===== config.mk =====
export PLATFORM = sky130hd
export DESIGN_NAME = freq_sweep_ctrl
export DESIGN_NICKNAME = d
export VERILOG_FILES = /design/src/rtl/freq_sweep_ctrl.sv
export SDC_FILE = /design/constraint.sdc
export NUM_CORES = 1
export LEC_CHECK = 0
export ABC_CLOCK_PERIOD_IN_PS = 3900
export CORE_MARGIN = 2
export CORE_UTILIZATION = 40
export CTS_CLUSTER_DIAMETER = 50
export DETAILED_ROUTE_END_ITERATION = 10
export PLACE_DENSITY = 0.72
export SLEW_MARGIN = 10
export SYNTH_ARGS = -nofsm -noshare
export SYNTH_HDL_FRONTEND = slang
export SYNTH_SLANG_ARGS = --single-unit

===== constraint.sdc =====
create_clock -name clk -period 3.9 [get_ports clk]
set_input_delay 0.39 -clock clk [delete_from_list [all_inputs] [get_ports clk]]
set_output_delay 0.39 -clock clk [all_outputs]
set_load 0.01 [all_outputs]

===== src/rtl/freq_sweep_ctrl.sv =====
// freq_sweep_ctrl: steps generator freq_select between lo_sel and hi_sel with per-index dwell; SWEEP_SYNC_ZERO_EN aligns index changes to wave_in==0
module freq_sweep_ctrl #(
  parameter int DWELL_W = 16
) (
  input  logic               clk,
  input  logic               reset,
  input  logic               start,
  input  logic               stop,
  input  logic [1:0]         mode,
  input  logic [2:0]         lo_sel,
  input  logic [2:0]         hi_sel,
  input  logic [DWELL_W-1:0] dwell,
  input  logic [7:0]         wave_in,
  output logic [2:0]         freq_select,
  output logic               gen_reset,
  output logic               busy,
  output logic               step_pulse,
  output logic               done,
  output logic               err
);
  typedef enum logic [2:0] {IDLE, ARM, DWELL, SYNC, FIN} state_t;
  state_t state, nstate;
  logic [1:0] mode_r;
  logic [2:0] lo_r, hi_r, nidx;
  logic [DWELL_W-1:0] dwell_r, cnt;
  logic dir_r, ndir, accept, reject, expire, adv, fin, at_hi, at_lo;
  assign accept = state == IDLE && start && !stop && lo_sel <= hi_sel;
  assign reject = state == IDLE && start && !stop && lo_sel > hi_sel;
  assign expire = state == DWELL && cnt == dwell_r - DWELL_W'(1);
`ifdef SWEEP_SYNC_ZERO_EN
  assign adv = state == SYNC && wave_in == 8'd0;
`else
  logic unused_wave;
  assign unused_wave = ^wave_in;
  assign adv = expire;
`endif
  assign at_hi = freq_select == hi_r;
  assign at_lo = freq_select == lo_r;
  // dir_r is 1 while climbing; only continuous mode ever turns back up at lo
  assign fin = lo_r == hi_r || (mode_r == 2'b00 && at_hi) || (mode_r == 2'b01 && at_lo) ||
               (mode_r == 2'b10 && !dir_r && at_lo);
  assign ndir = dir_r ? !at_hi : at_lo;
  assign nidx = ndir ? freq_select + 3'd1 : freq_select - 3'd1;
  always_ff @(posedge clk)
    if (reset) state <= IDLE;
    else state <= nstate;
  always_comb begin
    nstate = state;
    case (state)
      IDLE:  nstate = accept ? ARM : IDLE;
      ARM:   nstate = stop ? IDLE : DWELL;
`ifdef SWEEP_SYNC_ZERO_EN
      DWELL: nstate = stop ? IDLE : expire ? SYNC : DWELL;
`else
      DWELL: nstate = stop ? IDLE : !expire ? DWELL : fin ? FIN : DWELL;
`endif
      SYNC:  nstate = stop ? IDLE : !adv ? SYNC : fin ? FIN : DWELL;
      FIN:   nstate = IDLE;
      default: nstate = IDLE;
    endcase
  end
  always_comb begin
    busy = state == ARM || state == DWELL || state == SYNC;
    gen_reset = state == ARM;
    done = state == FIN;
  end
  always_ff @(posedge clk)
    if (reset) begin
      freq_select <= '0;
      step_pulse <= 1'b0;
      err <= 1'b0;
      cnt <= '0;
      mode_r <= '0;
      lo_r <= '0;
      hi_r <= '0;
      dwell_r <= '0;
      dir_r <= 1'b0;
    end else begin
      err <= reject;
      step_pulse <= adv && !stop && !fin;
      cnt <= (state == DWELL && !expire && !stop) ? cnt + DWELL_W'(1) : '0;
      if (accept) begin
        mode_r <= mode;
        lo_r <= lo_sel;
        hi_r <= hi_sel;
        dwell_r <= dwell == '0 ? DWELL_W'(1) : dwell;
        dir_r <= mode != 2'b01;
        freq_select <= mode == 2'b01 ? hi_sel : lo_sel;
      end else if (adv && !stop && !fin) begin
        freq_select <= nidx;
        dir_r <= ndir;
      end
    end
endmodule


# == Yosys cells after proc, flatten, opt, wreduce, memory -nomap -nowiden ==
# Index checks and enable logic that the tools add are counted.
# classes
n_addsub,4
n_lt_le_gt_ge,2
eq_ne,12
mux,16
n_bitwise,1
n_reduce_logical,28
# ops
cell,count
3-bit two-way mux,9
16-bit by 1-bit adder with 16-bit output (second input constant),1
16-bit equality test,1
16-bit zero test,1
16-bit two-way mux,1
16-bit by 1-bit subtractor with 16-bit output (second input constant),1
1-bit logical AND,13
3-bit one-hot mux with 4 select lines,1
3-bit equality test,3
3-bit by 2-bit equality test with 1-bit output (second input constant),2
1-bit zero test,5
1-bit logical OR,5
2-bit by 1-bit equality test with 1-bit output (second input constant),2
1-bit two-way mux,4
3-bit by 1-bit adder with 3-bit output (second input constant),1
3-bit by 1-bit equality test with 1-bit output (second input constant),1
3-bit equality test (second input constant),1
3-bit greater-than comparator,1
3-bit less-or-equal comparator,1
3-bit zero test,1
3-bit by 1-bit subtractor with 3-bit output (second input constant),1
2-bit equality test (second input constant),1
2-bit zero test,1
2-bit two-way mux,1
4 further kinds,4
# totals
reg_bits,49
out_inout_bits,8

# == Longest topological paths before layout ==
# depth
depth_word,9
ltp_mapped,11
depth_no_buf,9

# == Worst setup path before layout ==
# No wires, ideal clock.
# synth_path
path_kind,input port to flip-flop
start,in hi_sel[1]
end,reg dwell_r[11]
setup_ns,0.065
t_arrival_ns,2.253
required_ns,3.835
path_slack_ns,1.582
path_stages,11
cell_sequence,inv_1 ha_1 nor2b_1 o21ai_1 a32oi_1 or4_1 clkbuf_1 nor2_1 clkbuf_1 a22oi_1 nor2_1
# synth_via
elab_chain_len,2
# synth_lines
item,line,text
start: declaration,11,"input logic [2:0] hi_sel,"
3-bit less-or-equal comparator,27,assign accept = state == IDLE && start && !stop && lo_sel <= hi_sel;
1-bit logical AND,27,
end signal: assignment,86,dwell_r <= dwell == '0 ? DWELL_W'(1) : dwell;
end: declaration,25,"logic [DWELL_W-1:0] dwell_r, cnt;"
# No other way between the ends.
# A chain may end at the register's enable or synchronous reset.

# == Worst setup path in the final report ==
# layout_path
start,in hi_sel[1]
end,reg dwell_r[15]
# Same word-level chain as after synthesis.

==> flow_summary.ini <==
[floorplanning]
initial_core_util_pct = 40.93
pin_count = 44
die_w_um = 87.15
row_count = 30
die_area_sq_um = 7594
core-area_sq_um = 6756
dieHeight_um = 87.15

[logic_synthesis]
seq_area_frac_synth_pct = 35.48
synthFlopType = dfxtp_1
ys_seq_elements = 49
yosys_warnings = 0
syn-mean-instance-area_sq_um = 8.230
synthesis.area_sq_um = 2765
synth.distinct_cells = 47
syn_inst = 336
synth_nets = 378
synth-edff-count = 0
async_flop_share_pct = 0

[power]
power_density_nw_per_um2 = 351.0
finalPower_uw = 1155
leakage_uw = 0.001261
peakVddDrop_mv = 0.1393

[setup_path]
critPathTopFamily = simple AND/OR/NAND/NOR gates
crit_path_end_kind = flop
worstPathBufferInverterCount = 3
critPathLaunchType = input port
critical_path_class = input port to flop
crit_chain = clkdlybuf4s50_1 -> inv_1 -> ha_1 -> nor2b_1 -> o21ai_1 -> a32oi_1 -> or4_1 -> nor2_1 -> buf_4 -> a22oi_1 -> nor2_1
cp_max_fo = 11
arrival_ns = 3.05
cp_common_cell = nor2_1
critPathMaxStageDelay_ns = 0.74
critPathSlowestCell = or4_1
cp.required_ns = 4.15

[grt]
grt_usage_pct = 17.38
antenna_found_initial = 0
gr-total-overflow = 0
grt_pass1_vias = 2240
grt_first_pass_wirelength_um = 10480
grt_max_degree = 35

[detailed_routing]
drc = 0
vias = 2451
routed_wl_um = 6299
drtIter0Drc = 163
wl_per_cell_um = 14.06
firstDrtPassIters = 4
vias_per_cell = 5.471
ant_nets = 0

[cts]
cts_resized = 0
htreeDepth = 2
cts_tree = yes
cts.sinks = 49
clk_pin_slew_worst_paths_ns = 0.09
cts-root-buf = clkbuf_8
cts_hold_buffers = 0
cts-buffers-inserted = 5
postCtsSetupBuffers = 0
insertion_delay_ns = 0.31
clock_path_buffers = 2

[layout]
antenna_cells = 0
fin_area_sq_um = 3292
fillCellCount = 672
drive_gt1_share_pct = 4.620
fin_nets = 409
synthToLayoutAreaGrowth_pct = 19.05

[placement]
placed_cell_area_sq_um = 3176
gp_congestion = 0.8727
io_buffers = 35
dp_hpwl_um = 4748

[sta]
setup_violations = 0
slew_headroom_pct = 49.45
slew_viol_final = 0
finClkSkew_ns = 0.009209
post-route-period-util_pct = 71.99
clock.fmax_ghz = 0.3562
hold_viol = 0
rsz0062_at_grt = no
period_minus_slack_ns = 2.807
worst_pin_slew_ns = 0.7513
finalSetupTns_ns = 0

[run_status]
status = completed

[worst_hold_path]
hold_path.class = flop to flop

[job]
cap_violations = 0
[per-layer routing]
metal	vias up	part of all wire, %	wire [um]	track usage, %
met5	-	0	0	0
met4	0	0.89	56	3.916
met3	6	3.5	218	2.844
met2	53	45	2810	28.31
met1	1159	51	3214	24.21
li1	1233	-	-	-
[report_power, final]
part	switching, uW	internal (uW)	leakage [uW]
Sequential	25.0	517	0.000397
Clock	169	209	0.0000585
Combinational	123	113	0.000806
[stage by stage]
stage                     std cells  hold slack, ns  setup slack (ns)  utilization (%)
after floorplan                 336          0.4356             1.582                -
after global placement          440          0.4464            0.8447            47.00
after detailed placement        440          0.4669            0.7924            47.00
after CTS                       448          0.4797             1.096            48.72
after global routing            448          0.5056            0.8805            48.72
final                           448          0.4826             1.093            48.72
[state kept, by name (all words and copies together) (netlist names)]
| register | flops |
|---|---|
| hi_r | 3 |
| dwell_r | 16 |
| dir_r | 1 |
| step_pulse | 1 |
| lo_r | 3 |
| mode_r | 2 |
| freq_select | 3 |
| err | 1 |
| state | 3 |
| cnt | 16 |
[worst paths after layout]
check / slack (ns) / cells past startpoint / start / end
worst min register to register: 0.48 / 2 / mode_r[1] / mode_r[1]
worst min-delay path: 0.48 / 2 / mode_r[1] / mode_r[1]
worst max-delay path: 1.09 / 11 / hi_sel[1] / dwell_r[15]
worst max register to register: 1.21 / 7 / dwell_r[0] / cnt[15]
[cells in the mapped netlist (all sizes together) (2+ instances only)]
library cell  count  area share [%]
a211oi            2            0.54
a21oi            19             3.4
a22oi            12             3.3
a32oi             2            0.63
and3             10             2.3
and4              5             1.6
buf               4             1.0
clkbuf           11             1.5
dfxtp            49              35
ha                5             2.3
inv              13             1.8
mux2i             3             1.1
nand2            32             4.3
nand2b            4            0.90
nand3            11             2.0
nand4             6             1.4
nor2             45             6.1
nor2b             3            0.68
nor3             13             2.9
nor3b             5             1.5
nor4             10             3.6
o211a             2            0.72
o211ai            2            0.54
o21ai             5            0.90
o31ai             2            0.54
or3               4            0.90
or4               3            0.81
xnor2            19             6.0
xor2             25             7.9
[logic make-up after synthesis]
logic type,count (synthesis),synth area share [%]
flops,49,35.48
mux,3,1.086
xor+xnor,44,13.94
compound gates,49,11.45
simple gates,157,30.77
buf+inv,28,4.299
fa+ha+maj,6,2.986
[cell type report]
| class | count | area [sq um] | area share, % |
|---|---|---|---|
| Inverter | 13 | 48.80 | 1.482 |
| Multi-Input combinational cell | 259 | 1665 | 50.59 |
| Clock buffer | 7 | 86.33 | 2.623 |
| Timing Repair Buffer | 39 | 380.4 | 11.55 |
| Sequential cell | 49 | 980.9 | 29.80 |
| Tap cell | 80 | 100.1 | 3.041 |
| Clock inverter | 1 | 30.03 | 0.9122 |
[layout by cell type, fill, tap and decap left out, drive strengths merged, types with 2 or more instances in the layout]
cell           Yosys  layout
nor2b              3       3
xor2              25      25
nor3              13      13
nand2             32      32
nand4              6       6
nor3b              5       5
dfxtp             49      49
ha                 5       5
a32oi              2       2
or4                3       3
nand2b             4       4
a21oi             19      19
o211a              2       2
nand3             11      11
and3              10      10
xnor2             19      19
mux2i              3       3
a22oi             12      12
inv               13      13
and4               5       5
or3                4       4
o211ai             2       2
clkbuf            11       7
clkdlybuf4s50      0      35
buf                4       4
a211oi             2       2
nor4              10      10
o21ai              5       5
o31ai              2       2
nor2              45      45
[worst min-delay path: stages, from the launching register on]
cell and delay, ns:
dfxtp_1 0.33, nand2_1 0.06, a21oi_1 0.05
Power figures use the tool's default switching activity.
